--- src/rtl/mips_pkg.sv ---
// Shared definitions for the multicycle MIPS control path: state encoding,
// opcodes, ALU_op codes, mux select constants and the control word layout.
package mips_pkg;

  localparam int unsigned STATE_W  = 4;
  localparam int unsigned OPCODE_W = 6;
  localparam int unsigned SEL_W    = 2;

  typedef enum logic [STATE_W-1:0] {
    S_FETCH     = 4'd0,
    S_DECODE    = 4'd1,
    S_MEM_ADDR  = 4'd2,
    S_MEM_READ  = 4'd3,
    S_MEM_WB    = 4'd4,
    S_MEM_WRITE = 4'd5,
    S_EXECUTE   = 4'd6,
    S_ALU_WB    = 4'd7,
    S_BRANCH    = 4'd8,
    S_JUMP      = 4'd9,
    S_ADDI_EXEC = 4'd10,
    S_ADDI_WB   = 4'd11
  } state_e;

  localparam logic [OPCODE_W-1:0] OP_LW    = 6'b100011;
  localparam logic [OPCODE_W-1:0] OP_SW    = 6'b101011;
  localparam logic [OPCODE_W-1:0] OP_RTYPE = 6'b000000;
  localparam logic [OPCODE_W-1:0] OP_BEQ   = 6'b000100;
  localparam logic [OPCODE_W-1:0] OP_BNE   = 6'b000101;
  localparam logic [OPCODE_W-1:0] OP_ADDI  = 6'b001000;
  localparam logic [OPCODE_W-1:0] OP_J     = 6'b000010;

  // ALU_op codes, shared with ALU_control
  localparam logic [SEL_W-1:0] ALU_OP_ADD   = 2'b00;
  localparam logic [SEL_W-1:0] ALU_OP_SUB   = 2'b01;
  localparam logic [SEL_W-1:0] ALU_OP_FUNCT = 2'b10;

  localparam logic [SEL_W-1:0] SRC_B_REG     = 2'b00;
  localparam logic [SEL_W-1:0] SRC_B_FOUR    = 2'b01;
  localparam logic [SEL_W-1:0] SRC_B_IMM     = 2'b10;
  localparam logic [SEL_W-1:0] SRC_B_IMM_SH2 = 2'b11;

  localparam logic [SEL_W-1:0] PC_SRC_ALU    = 2'b00;
  localparam logic [SEL_W-1:0] PC_SRC_ALUOUT = 2'b01;
  localparam logic [SEL_W-1:0] PC_SRC_JUMP   = 2'b10;

  typedef struct packed {
    logic             pc_write;
    logic             pc_write_cond;
    logic             iord;
    logic             mem_read;
    logic             mem_write;
    logic             ir_write;
    logic             mem_to_reg;
    logic             reg_dst;
    logic             reg_write;
    logic             alu_src_a;
    logic [SEL_W-1:0] alu_src_b;
    logic [SEL_W-1:0] alu_op;
    logic [SEL_W-1:0] pc_source;
    logic             branch_ne;
    logic             instr_done;
    logic             illegal_op;
  } ctrl_word_t;

  function automatic logic is_supported(input logic [OPCODE_W-1:0] op);
    return (op == OP_LW) || (op == OP_SW) || (op == OP_RTYPE) || (op == OP_BEQ) ||
           (op == OP_BNE) || (op == OP_ADDI) || (op == OP_J);
  endfunction

endpackage

--- src/rtl/multicycle_ctrl_decode.sv ---
// Combinational map from FSM state to the datapath control word.
// mem_ready gates the FETCH/MEM_WRITE completion strobes; tie high without waits.
module multicycle_ctrl_decode
  import mips_pkg::*;
(
  input  state_e                state,
  input  logic [OPCODE_W-1:0]   opcode,
  input  logic                  mem_ready,
  output ctrl_word_t            ctrl_c
);

  always_comb begin
    ctrl_c = '0;
    case (state)
      S_FETCH: begin
        ctrl_c.mem_read  = 1'b1;
        ctrl_c.ir_write  = mem_ready;
        ctrl_c.alu_src_b = SRC_B_FOUR;
        ctrl_c.pc_source = PC_SRC_ALU;
        ctrl_c.pc_write  = mem_ready;
      end
      S_DECODE: begin
        ctrl_c.alu_src_b  = SRC_B_IMM_SH2;
        ctrl_c.illegal_op = !is_supported(opcode);
      end
      S_MEM_ADDR, S_ADDI_EXEC: begin
        ctrl_c.alu_src_a = 1'b1;
        ctrl_c.alu_src_b = SRC_B_IMM;
      end
      S_MEM_READ: begin
        ctrl_c.mem_read = 1'b1;
        ctrl_c.iord     = 1'b1;
      end
      S_MEM_WB: begin
        ctrl_c.reg_write  = 1'b1;
        ctrl_c.mem_to_reg = 1'b1;
        ctrl_c.instr_done = 1'b1;
      end
      S_MEM_WRITE: begin
        ctrl_c.mem_write  = 1'b1;
        ctrl_c.iord       = 1'b1;
        ctrl_c.instr_done = mem_ready;
      end
      S_EXECUTE: begin
        ctrl_c.alu_src_a = 1'b1;
        ctrl_c.alu_src_b = SRC_B_REG;
        ctrl_c.alu_op    = ALU_OP_FUNCT;
      end
      S_ALU_WB: begin
        ctrl_c.reg_write  = 1'b1;
        ctrl_c.reg_dst    = 1'b1;
        ctrl_c.instr_done = 1'b1;
      end
      S_ADDI_WB: begin
        ctrl_c.reg_write  = 1'b1;
        ctrl_c.instr_done = 1'b1;
      end
      S_BRANCH: begin
        ctrl_c.alu_src_a     = 1'b1;
        ctrl_c.alu_src_b     = SRC_B_REG;
        ctrl_c.alu_op        = ALU_OP_SUB;
        ctrl_c.pc_write_cond = 1'b1;
        ctrl_c.pc_source     = PC_SRC_ALUOUT;
        ctrl_c.branch_ne     = (opcode == OP_BNE);
        ctrl_c.instr_done    = 1'b1;
      end
      S_JUMP: begin
        ctrl_c.pc_write   = 1'b1;
        ctrl_c.pc_source  = PC_SRC_JUMP;
        ctrl_c.instr_done = 1'b1;
      end
      default: ;
    endcase
  end

endmodule

--- src/rtl/multicycle_control.sv ---
// Main control FSM of the multicycle MIPS datapath: state register, next-state
// logic and reset masking. MULTICYCLE_MEM_WAIT_EN adds mem_ready handshaking.
module multicycle_control
  import mips_pkg::*;
(
  input  logic                 clk,
  input  logic                 rst,
  input  logic [OPCODE_W-1:0]  opcode,
`ifdef MULTICYCLE_MEM_WAIT_EN
  input  logic                 mem_ready,
`endif
  output logic                 PC_write,
  output logic                 PC_write_cond,
  output logic                 IorD,
  output logic                 mem_read,
  output logic                 mem_write,
  output logic                 IR_write,
  output logic                 mem_to_reg,
  output logic                 reg_dst,
  output logic                 reg_write,
  output logic                 ALU_src_A,
  output logic [SEL_W-1:0]     ALU_src_B,
  output logic [SEL_W-1:0]     ALU_op,
  output logic [SEL_W-1:0]     PC_source,
  output logic                 branch_ne,
  output logic [STATE_W-1:0]   state,
  output logic                 instr_done,
  output logic                 illegal_op
);

  state_e     state_q;
  state_e     state_d;
  state_e     dec_state;
  logic       is_store_q;
  logic       mem_rdy;
  ctrl_word_t ctrl;
  ctrl_word_t ctrl_out;

`ifdef MULTICYCLE_MEM_WAIT_EN
  assign mem_rdy = mem_ready;
`else
  assign mem_rdy = 1'b1;
`endif

  // lw/sw is remembered at DECODE so MEM_ADDR never looks at the opcode again
  always_ff @(posedge clk) begin
    if (rst) begin
      state_q    <= S_FETCH;
      is_store_q <= 1'b0;
    end else begin
      state_q <= state_d;
      if (state_q == S_DECODE) begin
        is_store_q <= (opcode == OP_SW);
      end
    end
  end

  always_comb begin
    state_d = S_FETCH;
    case (state_q)
      S_FETCH:     state_d = mem_rdy ? S_DECODE : S_FETCH;
      S_DECODE: begin
        case (opcode)
          OP_LW, OP_SW:   state_d = S_MEM_ADDR;
          OP_RTYPE:       state_d = S_EXECUTE;
          OP_BEQ, OP_BNE: state_d = S_BRANCH;
          OP_J:           state_d = S_JUMP;
          OP_ADDI:        state_d = S_ADDI_EXEC;
          default:        state_d = S_FETCH;
        endcase
      end
      S_MEM_ADDR:  state_d = is_store_q ? S_MEM_WRITE : S_MEM_READ;
      S_MEM_READ:  state_d = mem_rdy ? S_MEM_WB : S_MEM_READ;
      S_MEM_WB:    state_d = S_FETCH;
      S_MEM_WRITE: state_d = mem_rdy ? S_FETCH : S_MEM_WRITE;
      S_EXECUTE:   state_d = S_ALU_WB;
      S_ALU_WB:    state_d = S_FETCH;
      S_ADDI_EXEC: state_d = S_ADDI_WB;
      S_ADDI_WB:   state_d = S_FETCH;
      S_BRANCH:    state_d = S_FETCH;
      S_JUMP:      state_d = S_FETCH;
      default:     state_d = S_FETCH;
    endcase
  end

  // During reset the selects show FETCH values while every write strobe is held low
  assign dec_state = rst ? S_FETCH : state_q;

  multicycle_ctrl_decode u_decode (
    .state     (dec_state),
    .opcode    (opcode),
    .mem_ready (mem_rdy),
    .ctrl_c    (ctrl)
  );

  always_comb begin
    ctrl_out = ctrl;
    if (rst) begin
      ctrl_out.pc_write      = 1'b0;
      ctrl_out.pc_write_cond = 1'b0;
      ctrl_out.ir_write      = 1'b0;
      ctrl_out.mem_read      = 1'b0;
      ctrl_out.mem_write     = 1'b0;
      ctrl_out.reg_write     = 1'b0;
      ctrl_out.instr_done    = 1'b0;
      ctrl_out.illegal_op    = 1'b0;
    end
  end

  assign PC_write      = ctrl_out.pc_write;
  assign PC_write_cond = ctrl_out.pc_write_cond;
  assign IorD          = ctrl_out.iord;
  assign mem_read      = ctrl_out.mem_read;
  assign mem_write     = ctrl_out.mem_write;
  assign IR_write      = ctrl_out.ir_write;
  assign mem_to_reg    = ctrl_out.mem_to_reg;
  assign reg_dst       = ctrl_out.reg_dst;
  assign reg_write     = ctrl_out.reg_write;
  assign ALU_src_A     = ctrl_out.alu_src_a;
  assign ALU_src_B     = ctrl_out.alu_src_b;
  assign ALU_op        = ctrl_out.alu_op;
  assign PC_source     = ctrl_out.pc_source;
  assign branch_ne     = ctrl_out.branch_ne;
  assign instr_done    = ctrl_out.instr_done;
  assign illegal_op    = ctrl_out.illegal_op;
  assign state         = STATE_W'(state_q);

endmodule

--- config.mk ---
export PLATFORM = sky130hd
export DESIGN_NAME = multicycle_control
export DESIGN_NICKNAME = d
export VERILOG_FILES = /design/src/rtl/mips_pkg.sv /design/src/rtl/multicycle_ctrl_decode.sv /design/src/rtl/multicycle_control.sv
export SDC_FILE = /design/constraint.sdc
export NUM_CORES = 1
export LEC_CHECK = 0
export ABC_AREA = 1
export CAP_MARGIN = 20
export CORE_MARGIN = 5
export CORE_UTILIZATION = 30
export CTS_CLUSTER_SIZE = 20
export DETAILED_ROUTE_END_ITERATION = 10
export PLACE_DENSITY = 0.78
export SLEW_MARGIN = 20
export SYNTH_ARGS = -nofsm -noshare
export SYNTH_HDL_FRONTEND = slang
export SYNTH_SLANG_ARGS = --single-unit
--- constraint.sdc ---
create_clock -name clk -period 1.2 [get_ports clk]
set_input_delay 0.3 -clock clk [delete_from_list [all_inputs] [get_ports clk]]
set_output_delay 0.3 -clock clk [all_outputs]
set_load 0.1 [all_outputs]
==> results of run 1 <==
logic make-up after synthesis:
group / share of synthesized area [%]
compound gates: 15.0
buf+inv: 13.9
flops: 18.5
simple gates: 52.5
stage by stage:
step                      worst slack, ns  hold slack (ns)  util (%)  instance area, sq um
after global placement             -0.754            0.538      89.9                  1550
after floorplan                     -1.44            0.359         -                   721
after detailed placement           -0.852            0.550      89.9                  1550
==> flow_summary.json, run 1 <==
{
  "yosysTopAreaCellShare_pct": 18.5,
  "synth_area_per_cell_sq_um": 5.69,
  "ctsResizeCount": 32,
  "start_util_pct": 31.3,
  "yosysUniqueCellTypes": 17,
  "pin_count": 31,
  "synth_top_area_cell": "dfxtp_1",
  "synth_commonest_cells": "nand2_1 (18), inv_1 (16), nor2_1 (16)",
  "port_buffers": 30,
  "yosysSeqAreaShare_pct": 18.5,
  "synth_edf_count": 0,
  "cts_sinks": 5,
  "gp_congestion": 0.890,
  "yosysMostFrequentCell": "nand2_1",
  "yosys_warnings": 0,
  "dp.final_hpwl_mm": 2.45,
  "postCtsSetupBuffers": 10,
  "synth.net_count": 103,
  "error_line": "[ERROR DPL-0033] detailed placement checks failed during check placement.",
  "synth_area_leaders": "dfxtp_1 (19%), nand2_1 (13%), inv_1 (11%), nor2_1 (11%), nand3_1 (10%)",
  "h-tree-depth": 1,
  "num_rows": 15,
  "cts_buffers": 3,
  "synth_area_sq_um": 541,
  "clock_path_buffers": 2,
  "cts_hold_buf": 0,
  "dp.cells": 186,
  "root_buffer": "clkbuf_4",
  "die_w_microns": 52.4,
  "ys_ff_latch": 5,
  "syn_inst": 95,
  "async_flop_share_pct": 0,
  "outcome": "aborted with a tool error",
  "die_y_microns": 52.4,
  "synth_ff_type": "dfxtp_1",
  "haltStage": "clock tree synthesis"
}
==> run 2: changes to the inputs <==
--- a/config.mk
+++ b/config.mk
@@ -7,11 +7,10 @@
 export LEC_CHECK = 0
 export ABC_AREA = 1
 export CAP_MARGIN = 20
-export CORE_MARGIN = 5
-export CORE_UTILIZATION = 30
-export CTS_CLUSTER_SIZE = 20
+export CORE_AREA = 5 5 66 68
 export DETAILED_ROUTE_END_ITERATION = 10
-export PLACE_DENSITY = 0.78
+export DIE_AREA = 0 0 71 73
+export PLACE_DENSITY_LB_ADDON = 0.15
 export SLEW_MARGIN = 20
 export SYNTH_ARGS = -nofsm -noshare
 export SYNTH_HDL_FRONTEND = slang
==> constraint.sdc (replaced) <==
create_clock -name clk -period 1.55 [get_ports clk]
set_input_delay 0.3875 -clock clk [delete_from_list [all_inputs] [get_ports clk]]
set_output_delay 0.3875 -clock clk [all_outputs]
set_load 0.1 [all_outputs]
==> run 2 against run 1 <==
Area after synthesis unchanged. Synthesized cell count did not move. The flow now finishes, with violations (negative setup slack).
==> flow_summary.json, run 2 <==
{
  "hold_class": "flip-flop to flip-flop",
  "synth_edf_count": 0,
  "fill_cells": 365,
  "ant_nets": 0,
  "synth.net_count": 103,
  "synth_area_per_cell_sq_um": 5.69,
  "setup.worst_path.class": "input port to primary output",
  "start_util_pct": 14.2,
  "grt_pass1_vias": 995,
  "ir_drop_mv": 0.362,
  "required_ns": 1.16,
  "synth_area_leaders": "dfxtp_1 (19%), nand2_1 (13%), inv_1 (11%), nor2_1 (11%), nand3_1 (10%)",
  "syn_inst": 95,
  "yosys_warnings": 0,
  "largest_reg_flops": 4,
  "yosysTopAreaCellShare_pct": 18.5,
  "max-slew-margin-rel_pct": 84.9,
  "syn_to_final_growth_pct": 251,
  "drive_gt1_share_pct": 76.0,
  "via_per_inst": 4.11,
  "final_cell_count_no_fill": 233,
  "tritoncts": "yes",
  "num_rows": 23,
  "drc_errors": 0,
  "synth_area_sq_um": 541,
  "dp.final_hpwl_mm": 2.13,
  "core_area_sq_um": 3800,
  "async_flop_share_pct": 0,
  "ys_ff_latch": 5,
  "violations": "negative setup slack",
  "grtUsageTotal_pct": 10.9,
  "maxCapViolCount": 0,
  "overflow": 0,
  "setup_tns_ns": -3.80,
  "n_antenna_cell": 0,
  "outcome": "complete, but fails checks",
  "pwr_density_cell_nw_per_um2": 410,
  "maxSlewViolCount": 0,
  "clock_path_buffers": 2,
  "die_y_microns": 73,
  "drtIter0Drc": 15,
  "hold_viol_final": 0,
  "p_leak_nw": 0.854,
  "layout_commonest_cell": "buf_4",
  "die_area_sq_um": 5180,
  "yosysSeqAreaShare_pct": 18.5,
  "grt_max_degree": 7,
  "clk_transition_reported_paths_ns": 0.03,
  "setup_viol": 19,
  "port_buffers": 30,
  "min_period_ns": 1.81,
  "final_cell_mix": "buf_4 (47), buf_12 (24), nand2_1 (10)",
  "crit_fanout": 4,
  "cts_hold_buf": 0,
  "rsz0062_at_grt": "true",
  "cts_sinks": 5,
  "synth_commonest_cells": "nand2_1 (18), inv_1 (16), nor2_1 (16)",
  "dr.pass1.iters": 4,
  "vias": 958,
  "multiInputGateArea_sq_um": 606,
  "final_net_count": 192,
  "gp_congestion": 0.860,
  "rrSetupSlack_ns": 0.13,
  "synth_top_area_cell": "dfxtp_1",
  "yosysMostFrequentCell": "nand2_1",
  "h-tree-depth": 1,
  "dp_slack_ns": -0.628,
  "clk_latency_ns": 0.22,
  "worstMarginPinSlew_ns": 0.226,
  "startpoint_type": "input port",
  "pin_count": 31,
  "min_period_over_period_pct": 117,
  "seq_area_sq_um": 115,
  "totalWireLength_mm": 2.66,
  "wl_per_cell_microns": 11.4,
  "root_buffer": "clkbuf_8",
  "grt_pass1_wl_mm": 4.57,
  "synth_ff_type": "dfxtp_1",
  "cts_buffers": 3,
  "fin_ws_ns": -0.261,
  "die_w_microns": 71,
  "max_freq_mhz": 552,
  "skew_ns": 0.000962,
  "p_total_mw": 0.778,
  "grt_antenna_before_repair": 0,
  "dp.cells": 211,
  "yosysUniqueCellTypes": 17,
  "critPathArrivalTime_ns": 1.42,
  "critPathCaptureType": "primary output"
}
run 2: metrics by stage:
step           hold WS, ns  area, sq um  utilization [%]
2_1_floorplan        0.447          721                -
3_3_place_gp         0.555         1600             42.0
3_5_place_dp         0.554         1600             42.0
4_1_cts              0.553         1850             48.6
5_1_grt              0.589         1900             49.9
6_report             0.554         1900             49.9
run 2: worst max-delay path, cell delays in order:
cell,delay [ns]
clkdlybuf4s15_1,0.24
inv_2,0.10
nor2_1,0.04
nand3_1,0.08
nand3_2,0.12
nor3b_4,0.24
buf_12,0.20
run 2: layer usage:
| metal | share of wire, % | wire (microns) | GRT usage, % |
|---|---|---|---|
| met1 | 39 | 1040 | 12.0 |
| met2 | 56 | 1500 | 21.4 |
| met3 | 4.4 | 116 | 1.79 |
| met4 | 0 | 0 | 2.71 |
| met5 | 0 | 0 | 0 |
run 2: area by class of cell:
type / count / area share [%]
well taps: 50 / 3.30
repair buffers: 84 / 51.0
inverters: 20 / 5.28
flip-flops and latches: 5 / 6.07
multi-input cells: 70 / 31.9
clock buffers: 4 / 2.38
run 2: path summary, 6_finish.rpt:
kind	end	cells past startpoint	from
worst min register to register	is_store_q	2	is_store_q
worst max register to register	is_store_q	8	state[1]
worst max-delay path	illegal_op	7	opcode[1]
worst min-delay path	is_store_q	2	is_store_q
run 2: cells by family after synthesis:
group           Yosys count  share of synthesized area, %
simple gates             56                          52.5
buf+inv                  20                          13.9
compound gates           14                          15.0
flops                     5                          18.5
run 2: power by group:
| group | leakage [nW] | switching [mW] | internal, mW |
|---|---|---|---|
| clock network | 0.0228 | 0.0572 | 0.176 |
| registers | 0.0437 | 0.0118 | 0.131 |
| logic | 0.788 | 0.238 | 0.164 |
| total | 0.854 | 0.307 | 0.471 |
run 2: what timing repair did:
item	in CTS	in global routing
setup buffers	17	2
endpoints found under the setup margin	21	20
gates cloned	0	0
pin swaps	16	9
gates resized for setup	36	15
(Power assumes the default switching activity.)
==> run 3: changes to the inputs <==
--- a/config.mk
+++ b/config.mk
@@ -10,7 +10,7 @@
 export CORE_AREA = 5 5 66 68
 export DETAILED_ROUTE_END_ITERATION = 10
 export DIE_AREA = 0 0 71 73
-export PLACE_DENSITY_LB_ADDON = 0.15
+export PLACE_DENSITY = 0.44
 export SLEW_MARGIN = 20
 export SYNTH_ARGS = -nofsm -noshare
 export SYNTH_HDL_FRONTEND = slang
==> run 3 against run 2 <==
Via count decreased by 4.3%. Sequential cell count unchanged. First-iteration DRC count decreased by 20%. Critical path depth decreased by 1. Critical path type is now flip-flop to primary output. The run still ends with negative setup slack left. Die area unchanged. Routed wire length decreased by 7.0%. Count of clock-buffer cells in the layout unchanged. Clock power about the same. Hold slack got worse by 0.019 ns.
==> flow_summary.json, run 3 (synthesis gave the netlist of run 2 again) <==
{
  "min_period_ns": 1.80,
  "ant_nets": 0,
  "vias": 917,
  "setup.worst_path.class": "flip-flop to primary output",
  "final_cell_count_no_fill": 230,
  "grt_antenna_before_repair": 0,
  "maxCapViolCount": 0,
  "dp.cells": 213,
  "setup_viol": 19,
  "drc_errors": 0,
  "maxSlewViolCount": 0,
  "rrSetupSlack_ns": 0.15,
  "die_w_microns": 71,
  "startpoint": "state[0]",
  "max-slew-margin-rel_pct": 81.0,
  "setup.worst_path.end": "PC_write",
  "violations": "negative setup slack",
  "p_total_mw": 0.771,
  "start_util_pct": 14.2,
  "postPlaceCellArea_sq_um": 1600,
  "fin_ws_ns": -0.250,
  "clock_path_buffers": 2,
  "h-tree-depth": 1,
  "grtUsageTotal_pct": 10.1,
  "max_freq_mhz": 555,
  "min_period_over_period_pct": 116,
  "critPathArrivalTime_ns": 1.41,
  "hold_class": "flip-flop to flip-flop",
  "setup_tns_ns": -3.31,
  "final_cell_mix": "buf_4 (46), buf_12 (24), nand2_1 (10)",
  "pwr_density_cell_nw_per_um2": 411,
  "largest_reg_flops": 4,
  "totalWireLength_mm": 2.48,
  "cts_sinks": 5,
  "hold_ws_ns": 0.535,
  "hold_viol_final": 0,
  "die_area_sq_um": 5180,
  "skew_ns": 0.000336,
  "drtIter0Drc": 12,
  "crit_buf_inv": 3,
  "pin_count": 31,
  "outcome": "complete, but fails checks",
  "core_area_sq_um": 3800,
  "required_ns": 1.16,
  "n_antenna_cell": 0,
  "worst-path-stages": 6,
  "layout_commonest_cell": "buf_4",
  "overflow": 0,
  "tritoncts": "yes",
  "syn_to_final_growth_pct": 247,
  "final_area_sq_um": 1880,
  "fill_cells": 367,
  "dp_slack_ns": -0.600,
  "gp_congestion": 0.840,
  "rsz0062_at_grt": "true",
  "cpMostUsedCell": "inv_2",
  "grt_pass1_wl_mm": 4.21,
  "drive_gt1_share_pct": 77.2,
  "r2r-end": "is_store_q",
  "critical-path-max-stage-delay_ns": 0.37,
  "r2r-start": "state[1]",
  "grt_max_degree": 7,
  "hp-start": "is_store_q",
  "crit_slowest_cell": "dfxtp_4",
  "final_net_count": 189,
  "clk_latency_ns": 0.22,
  "cts_hold_buf": 0,
  "worstPathCellList": "nor2_1 > inv_2 > nor3_4 > inv_2 > o21ai_4 > buf_12",
  "num_rows": 23,
  "worstMarginPinSlew_ns": 0.283,
  "cts_buffers": 3,
  "final_util_pct": 49.4,
  "die_y_microns": 73,
  "root_buffer": "clkbuf_8",
  "dr.pass1.iters": 3,
  "cp_top_family": "buffers and inverters",
  "via_per_inst": 3.99,
  "grt_pass1_vias": 906,
  "reg2regPathDepth": 8,
  "clk_transition_reported_paths_ns": 0.03,
  "port_buffers": 30,
  "p_leak_nw": 0.831,
  "crit_fanout": 6,
  "critPathCaptureType": "primary output",
  "startpoint_type": "flip-flop",
  "wl_per_cell_microns": 10.8,
  "dp.final_hpwl_mm": 2.11,
  "ir_drop_mv": 0.509
}
-- run 3: how the worst min path moves through the flow --
stage / end / slack, ns / cells past startpoint
floorplan: state[1] / 0.45 / 1
global placement: state[2] / 0.55 / 2
detailed placement: is_store_q / 0.55 / 2
CTS: is_store_q / 0.56 / 2
global route: state[3] / 0.58 / 3
finish: is_store_q / 0.53 / 2
-- run 3: tightest hold or removal path, delay by kind of cell, from the launching register on --
| family | cells | cell delay (ns) |
|---|---|---|
| compound gates | 2 | 0.17 |
| flops | 1 | 0.31 |
-- run 3: where the power goes --
group,leakage [nW],internal (mW),switching (mW)
clock,0.0228,0.176,0.0576
combinational,0.764,0.157,0.238
sequential,0.0437,0.131,0.0113
-- run 3: final cells by class --
type / count / area, sq um / share of cell area [%]
clock buffer: 4 / 45.0 / 2.40
inverter: 20 / 108 / 5.73
multi-input combinational: 70 / 631 / 33.6
sequential: 5 / 115 / 6.13
tap: 50 / 62.6 / 3.33
timing repair buffer: 81 / 916 / 48.8
-- run 3: per-layer routing --
| metal | global-route usage (%) | wire [microns] |
|---|---|---|
| met4 | 1.88 | 0 |
| met5 | 0 | 0 |
| met1 | 10.4 | 918 |
| met2 | 20.4 | 1430 |
| met3 | 2.62 | 123 |
-- run 3: timing repair --
item | CTS | global route
setup buffers | 8 | 5
pin swaps | 11 | 10
endpoints found under the setup margin | 21 | 19
cloned | 0 | 0
resized for setup | 43 | 18
==> run 4: changes to the inputs <==
--- a/config.mk
+++ b/config.mk
@@ -6,10 +6,10 @@
 export NUM_CORES = 1
 export LEC_CHECK = 0
 export ABC_AREA = 1
-export CAP_MARGIN = 20
 export CORE_AREA = 5 5 66 68
 export DETAILED_ROUTE_END_ITERATION = 10
 export DIE_AREA = 0 0 71 73
+export MAX_ROUTING_LAYER = met4
 export PLACE_DENSITY = 0.44
 export SLEW_MARGIN = 20
 export SYNTH_ARGS = -nofsm -noshare
==> constraint.sdc (replaced) <==
create_clock -name clk -period 2.25 [get_ports clk]
set_input_delay 0.5625 -clock clk [delete_from_list [all_inputs] [get_ports clk]]
set_output_delay 0.5625 -clock clk [all_outputs]
set_load 0.1 [all_outputs]
==> run 4 against run 3 <==
The flow now finishes without violations. Cell count is 13% lower. Critical endpoint is now illegal_op. Global-route usage is 1.2 points lower. Hold slack better by 0.025 ns. Via count is 13% lower.
==> flow_summary.json, run 4 (synthesis gave the netlist of run 2 again) <==
{
  "p_clk_share_pct": 33.0,
  "min_period_ns": 2.16,
  "dp_slack_ns": -0.234,
  "core_area_sq_um": 3800,
  "critPathCaptureType": "primary output",
  "setup.worst_path.class": "input port to primary output",
  "clk_latency_ns": 0.21,
  "crit_fanout": 4,
  "pwr-share-comb_pct": 46.7,
  "totalWireLength_mm": 2.22,
  "wl_per_cell_microns": 11.1,
  "grt_pass1_vias": 815,
  "drtIter0Drc": 7,
  "start_util_pct": 14.2,
  "p_switching_mw": 0.191,
  "seq_area_sq_um": 115,
  "drc_errors": 0,
  "critPathArrivalTime_ns": 1.59,
  "final_net_count": 158,
  "hold_viol_final": 0,
  "grt_antenna_before_repair": 0,
  "startpoint_type": "input port",
  "dr_wl_met3_microns": 116,
  "max_freq_mhz": 464,
  "grt_pass1_wl_mm": 3.64,
  "dp.final_hpwl_mm": 1.89,
  "dr_wl_met2_mm": 1.19,
  "p_seq_share_pct": 20.3,
  "ant_nets": 0,
  "port_buffers": 30,
  "p_leak_nw": 0.694,
  "setup_viol": 0,
  "syn_to_final_growth_pct": 169,
  "layout_commonest_cell": "buf_4",
  "switching_share_pct": 39.7,
  "gp_congestion": 0.918,
  "die_y_microns": 73,
  "clock_path_buffers": 2,
  "fill_cells": 403,
  "die_area_sq_um": 5180,
  "fin_ws_ns": 0.0947,
  "via_per_inst": 4.02,
  "required_ns": 1.69,
  "grt_max_degree": 9,
  "worstMarginPinSlew_ns": 0.334,
  "clk_transition_reported_paths_ns": 0.03,
  "overflow": 0,
  "drive_gt1_share_pct": 57.7,
  "n_antenna_cell": 0,
  "internal_power_mw": 0.290,
  "root_buffer": "clkbuf_8",
  "final_cell_mix": "buf_4 (23), buf_12 (19), inv_1 (13), nand2_1 (13), nand3_1 (9)",
  "highest_layer": "met4",
  "num_rows": 23,
  "final_util_pct": 38.3,
  "cts_sinks": 5,
  "multiInputGateArea_sq_um": 523,
  "pwr_density_cell_nw_per_um2": 331,
  "hold_class": "flip-flop to flip-flop",
  "grtUsageTotal_pct": 8.84,
  "die_w_microns": 71,
  "min_period_over_period_pct": 95.8,
  "cts_buffers": 3,
  "outcome": "completed",
  "maxCapViolCount": 0,
  "max-slew-margin-rel_pct": 77.7,
  "dr.pass1.iters": 4,
  "skew_ns": 0.000263,
  "tritoncts": "yes",
  "vias": 800,
  "rsz0062_at_grt": "false",
  "pin_count": 31,
  "cts_hold_buf": 0,
  "ir_drop_mv": 0.171,
  "largest_reg_flops": 4,
  "h-tree-depth": 1,
  "maxSlewViolCount": 0,
  "wl_met1_microns": 892
}
==> run 4: changes by cell type in the layout (fill, tap and decap cells not counted), moves of 4 or more <==
cell / before / now
buf_4: 46 / 23
inv_1: 6 / 13
nand3_1: 3 / 9
buf_12: 24 / 19
clkinvlp_4: 4 / 0
nand3_2: 6 / 2
==> run 4: power by group through the flow <==
stage	registers [mW]	logic [mW]	clock network, mW
global placement	0.0986	0.224	0
global route	0.0982	0.237	0.169
finish	0.0976	0.225	0.159
CTS	0.0974	0.225	0.165
detailed placement	0.0984	0.225	0
floorplan	0.114	0.118	0
==> run 4: worst max-delay path, cell delays in order <==
cell and delay [ns]:
dlygate4sd2_1 0.27, inv_1 0.08, nor2_1 0.05, nand3_2 0.10, nand3_2 0.10, nor3b_4 0.22
buf_12 0.20
==> run 4: metrics by stage <==
stage	cells	setup TNS [ns]	instance area (sq um)	hold slack, ns	total power [mW]
2_1_floorplan	95	-2.77	684	0.524	0.232
3_3_place_gp	194	-1.90	1370	0.562	0.323
3_5_place_dp	194	-1.80	1370	0.544	0.323
4_1_cts	198	-0.261	1430	0.559	0.487
5_1_grt	199	0	1450	0.591	0.504
6_report	199	0	1450	0.560	0.481
==> run 4: final timing paths <==
path	depth (start not counted)	to	start	slack (ns)
worst min register to register	2	is_store_q	is_store_q	0.56
worst max-delay path	7	illegal_op	opcode[2]	0.09
worst min-delay path	2	is_store_q	is_store_q	0.56
worst max register to register	5	state[3]	state[1]	1.02
==> run 4: final cells by class <==
cell class / count / share of cell area, %
flip-flops and latches: 5 / 7.92
repair buffers: 50 / 43.5
clock buffers: 4 / 3.10
multi-input cells: 70 / 36.0
inverters: 20 / 5.16
well taps: 50 / 4.30
==> run 4: what timing repair did <==
item	in CTS	in global routing
cloned	0	0
gates resized for setup	11	8
buffers inserted	0	1
setup endpoints to repair	14	6
pin swaps	2	6
==> run 4: layer usage <==
| metal | GRT usage (%) | up-vias |
|---|---|---|
| met1 | 9.54 | 361 |
| met3 | 2.34 | 4 |
| met2 | 16.1 | 23 |
| li1 | - | 412 |
| met5 | - | - |
| met4 | 2.30 | 0 |
